--- config.mk ---
export PLATFORM = sky130hd
export DESIGN_NAME = esteira_sensor_cond
export DESIGN_NICKNAME = d
export VERILOG_FILES = /design/src/rtl/esteira_sensor_cond.sv
export SDC_FILE = /design/constraint.sdc
export NUM_CORES = 1
export LEC_CHECK = 0
export ABC_AREA = 0
export BUFFER_PORTS_ARGS = -buffer_cell sky130_fd_sc_hd__buf_4
export CORE_MARGIN = 2
export CORE_UTILIZATION = 60
export CTS_CLUSTER_SIZE = 8
export DETAILED_ROUTE_END_ITERATION = 10
export GPL_TIMING_DRIVEN = 0
export HOLD_SLACK_MARGIN = 0.06
export PLACE_DENSITY_LB_ADDON = 0.2
export SYNTH_ARGS = -nofsm -noshare
export SYNTH_HDL_FRONTEND = slang
export SYNTH_SLANG_ARGS = --single-unit
--- constraint.sdc ---
create_clock -name clk -period 4.9 [get_ports clk]
set_clock_uncertainty 0.05 [all_clocks]
set_input_delay 1.47 -clock clk [delete_from_list [all_inputs] [get_ports clk]]
set_output_delay 1.47 -clock clk [all_outputs]
set_load 0.01 [all_outputs]
--- src/rtl/esteira_sensor_cond.sv ---
// rtl/esteira_sensor_cond.sv - conveyor item sensor conditioner: sync, debounce, item pulse, jam detect
// Optional minimum-gap item filter is compiled in with `define MIN_GAP_EN.
module esteira_sensor_cond #(
  parameter bit ACTIVE_LOW = 1'b0,
  parameter int DB_CYCLES  = 4,
  parameter int JAM_CYCLES = 16,
  parameter int MIN_GAP    = 12
) (
  input  logic       clk,
  input  logic       rst,
  input  logic       sensor_raw,
  input  logic       en,
  input  logic       clr_jam,
  output logic       item,
  output logic       sensor_db,
  output logic       jam,
  output logic [3:0] reject_cnt
);

  localparam logic [7:0] DB_LAST = 8'(DB_CYCLES - 1);
  localparam logic [7:0] JAM_MAX = 8'(JAM_CYCLES);

  logic       sync1_q, sync2_q;
  logic       s;
  logic       sensor_db_q, sensor_db_d;
  logic [7:0] db_cnt_q, db_cnt_d;
  logic [7:0] jam_cnt_q, jam_cnt_d;
  logic       jam_q, jam_d;
  logic       item_q, item_d;
  logic       rise;
  logic       gap_ok;

  // Two-flop synchronizer for the asynchronous pin.
  always_ff @(posedge clk or posedge rst) begin
    if (rst) begin
      sync1_q <= 1'b0;
      sync2_q <= 1'b0;
    end else begin
      sync1_q <= sensor_raw;
      sync2_q <= sync1_q;
    end
  end

  // Normalized level: 1 always means the beam is blocked.
  assign s = sync2_q ^ ACTIVE_LOW;

  // Debounce: accept a new level only after DB_CYCLES consecutive disagreeing samples.
  always_comb begin
    sensor_db_d = sensor_db_q;
    db_cnt_d    = 8'd0;
    if (s != sensor_db_q) begin
      if (db_cnt_q == DB_LAST) begin
        sensor_db_d = s;
      end else begin
        db_cnt_d = db_cnt_q + 8'd1;
      end
    end
  end

  assign rise = sensor_db_d & ~sensor_db_q;

  // Jam: count consecutive blocked cycles; the flag is sticky and only clears once the beam is free.
  always_comb begin
    jam_cnt_d = 8'd0;
    if (sensor_db_q) begin
      jam_cnt_d = (jam_cnt_q == JAM_MAX) ? JAM_MAX : jam_cnt_q + 8'd1;
    end
    jam_d = jam_q;
    if (sensor_db_q && (jam_cnt_d == JAM_MAX)) begin
      jam_d = 1'b1;
    end else if (clr_jam && !sensor_db_q) begin
      jam_d = 1'b0;
    end
  end

`ifdef MIN_GAP_EN
  localparam logic [7:0] GAP_MAX = 8'(MIN_GAP);

  logic [7:0] gap_cnt_q, gap_cnt_d;
  logic [3:0] reject_cnt_q, reject_cnt_d;

  assign gap_ok = (gap_cnt_q >= GAP_MAX);

  // Gap filter: items closer than MIN_GAP cycles to the previous accepted one are rejected and counted.
  always_comb begin
    gap_cnt_d    = (gap_cnt_q >= GAP_MAX) ? GAP_MAX : gap_cnt_q + 8'd1;
    reject_cnt_d = reject_cnt_q;
    if (rise && en && gap_ok) begin
      gap_cnt_d = 8'd0;
    end
    if (rise && en && !gap_ok && (reject_cnt_q != 4'hF)) begin
      reject_cnt_d = reject_cnt_q + 4'd1;
    end
  end

  // Gap counter starts saturated so the first item after reset is always accepted.
  always_ff @(posedge clk or posedge rst) begin
    if (rst) begin
      gap_cnt_q    <= GAP_MAX;
      reject_cnt_q <= 4'd0;
    end else begin
      gap_cnt_q    <= gap_cnt_d;
      reject_cnt_q <= reject_cnt_d;
    end
  end

  assign reject_cnt = reject_cnt_q;
`else
  assign gap_ok     = 1'b1;
  assign reject_cnt = 4'd0;
`endif

  // Item pulse lands on the same edge that sensor_db rises.
  always_comb begin
    item_d = rise & en & gap_ok;
  end

  // Main state registers.
  always_ff @(posedge clk or posedge rst) begin
    if (rst) begin
      sensor_db_q <= 1'b0;
      db_cnt_q    <= 8'd0;
      jam_cnt_q   <= 8'd0;
      jam_q       <= 1'b0;
      item_q      <= 1'b0;
    end else begin
      sensor_db_q <= sensor_db_d;
      db_cnt_q    <= db_cnt_d;
      jam_cnt_q   <= jam_cnt_d;
      jam_q       <= jam_d;
      item_q      <= item_d;
    end
  end

  assign item      = item_q;
  assign sensor_db = sensor_db_q;
  assign jam       = jam_q;

endmodule

==> flow_summary.yaml <==
sta:
  final_max_slew_viol_count: 0
  setup-violations-final: 0
  maxClockFrequency_mhz: 393
  worstMarginPinSlew_ns: 0.768
  maxSlewHeadroom_pct: 48.8
  timing.final.crit_share_pct: 52.0
  total_negative_slack_ns: 0
  unrepaired_setup_endpoints_after_global_routing: "no"
  final_hold_violation_count: 0
  finalCriticalPeriod_ns: 2.55
  worst_slack_ns: 2.35
  fin_worst_hold_slack_ns: 0.343
layout:
  area.growth.synth_to_final_pct: 11.1
  layout.nets: 134
  diodes: 0
  final_core_utilization_pct: 71.5
  drive_gt1_share_pct: 17.6
  final_cell_mix: "sky130_fd_sc_hd__dfrtp_1 (21), sky130_fd_sc_hd__nor2_1 (16), sky130_fd_sc_hd__nand3_1 (11), sky130_fd_sc_hd__buf_4 (11), sky130_fd_sc_hd__xor2_1 (9)"
  final_area_um2: 1250
  final_common_cell: "sky130_fd_sc_hd__dfrtp_1"
drt:
  detailedRoute.firstPassIterationCount: 4
  drt-total-wl_mm: 1.78
  routed-via-count: 799
  detail_route.iter0.violations: 17
  via_per_inst: 5.33
  drc: 0
  residual_antenna_violating_net_count_after_detailed_routing: 0
  detail_route.wl_per_cell_um: 11.9
synthesis:
  ys_seq_elements: 21
  syn-cell-area_um2: 1120
  synth.yosys.warnings: 0
  syn-mean-instance-area_um2: 10.1
  synth-edff-count: 0
  yosys.cell_types.count: 34
  yosysSeqAreaShare_pct: 46.8
  post_synth_inst_count: 111
  async_flop_share_pct: 100
  synth_flop_cell: "sky130_fd_sc_hd__dfrtp_1"
worst_setup_path:
  maximum_fanout_count_along_the_critical_path: 8
  timing.critical_path.cells: "buf_4"
  timing.setup.critical_path_class: "register to output port"
  crit_required_ns: 3.38
  timing.critical_path.from_type: "register"
  worstSetupEndpointType: "output port"
  cp_top_family: "flip-flops"
  critical_path.max_stage_delay_ns: 0.54
  worst_ep_arrival_time_ns: 1.03
  cp.buffers_inverters: 1
  critPathSlowestCell: "sky130_fd_sc_hd__dfrtp_1"
global_routing:
  groute.layer.met2.usage_pct: 30.5
  global_route.usage.met1_pct: 26.4
  globalRouteTotalUtil_pct: 20.0
  layer_with_the_highest_usage: "met2"
  grt_antenna_before_repair: 0
  grt_max_degree: 22
  wire_length_of_the_first_global_routing_pass_mm: 3.06
  first_global_vias: 711
  groute.layer.met3.usage_pct: 6.92
  grt-ovfl-total: 0
placed_design:
  hpwlAfterDp_mm: 1.26
  worst_case_setup_slack_after_placement_ns: 2.68
  io_buffer_count: 7
  place_area_um2: 1220
  place.gp.congestion: 0.872
floorplan:
  num_io_pins: 12
  floorplan.initialDensity_pct: 64.3
  num_rows: 15
  chipWidth_um: 47.3
  die_footprint_um2: 2230
  dieHeight_um: 47.3
  floorplan.core_area_um2: 1750
status:
  run_status: "finished, final reports clean"
clock_tree:
  post_cts_resized: 0
  cts_max_level: 1
  cts_setup_buffers: 0
  cts-hold-fix-buffers: 0
  cts_buffers: 3
  cts_tree: "yes"
  clk_latency_ns: 0.30
  cts.sink_count: 21
  cts.root.buffer_cell: "sky130_fd_sc_hd__clkbuf_4"
  clkTransAtPathRegs_ns: 0.11
  clockBufferDepth: 2
flow_run:
  drv_cap: 0
power:
  power.leakage_nw: 0.603
  max-vdd-ir-drop_mv: 0.248
  power.density_cell_area_nw_per_um2: 353
min_path:
  hold_class: "register to register"
==> where the power goes <==
group	internal, mW	switching (mW)
logic	0.0626	0.0754
registers	0.194	0.0254
clock network	0.0311	0.0508
total	0.288	0.152
==> per-stage QoR <==
step / total power [mW] / std cells
floorplan: 0.324 / 114
global placement: 0.357 / 146
detailed placement: 0.362 / 146
CTS: 0.447 / 150
global route: 0.475 / 150
finish: 0.440 / 150
==> final timing paths <==
path / startpoint / end / slack, ns / cells past startpoint
setup / recovery: sensor_db / sensor_db / 2.35 / 1
hold / removal: sync1_q / s / 0.34 / 0
setup reg to reg: jam_cnt_q[0] / jam / 3.02 / 7
hold reg to reg: sync1_q / s / 0.34 / 0
max in group asynchronous: rst / jam_cnt_q[1] / 3.07 / 2
min in group asynchronous: rst / sensor_db / 1.25 / 2
==> flip-flops by register name, summed over array words and instances, names as in the netlist <==
name and count:
db_cnt_q 8, jam_cnt_q 8, item 1, jam 1, s 1, sensor_db 1, sync1_q 1
==> cells in the mapped netlist, drive strengths merged, types with 2 or more instances <==
cell type,n,share of area (%)
buf,9,6.0
nor2,16,5.4
a21o,3,2.0
a211oi,2,1.3
dfrtp,21,47
xor2,9,7.0
ha,3,3.3
inv,6,2.0
nand3,11,4.9
o21ai,2,0.89
and3,4,2.2
o41ai,2,3.2
nor3,2,0.89
nand2,2,0.67
xnor2,4,3.1
==> final cells by class <==
class | instances | area (um^2)
inverters | 6 | 22.5
clock buffers | 3 | 22.5
well taps | 25 | 31.3
clock inverters | 1 | 7.51
plain buffers | 9 | 67.6
multi-input cells | 78 | 518
repair buffers | 7 | 52.6
flip-flops and latches | 21 | 526
fillers | 146 | 498
==> metal layers <==
| metal | share of wire [%] | vias to the layer above |
|---|---|---|
| li1 | - | 404 |
| met2 | 46 | 21 |
| met5 | 0 | - |
| met4 | 1.2 | 0 |
| met3 | 5.0 | 4 |
| met1 | 48 | 370 |
==> cell families (layout without fill, tap and decap cells) <==
group | after synthesis | count (layout) | share of synthesized area, %
flip-flops | 21 | 21 | 46.8
multiplexers | 1 | 1 | 1.00
XOR/XNOR | 13 | 13 | 10.1
AND/OR/NAND/NOR | 43 | 43 | 19.6
buffers and inverters | 15 | 26 | 8.03
other | 1 | 4 | 0.334
AO/OA/AOI/OAI | 14 | 14 | 10.7
adder cells (fa/ha/maj) | 3 | 3 | 3.34
Note: power is estimated with default switching activity, not from simulation.
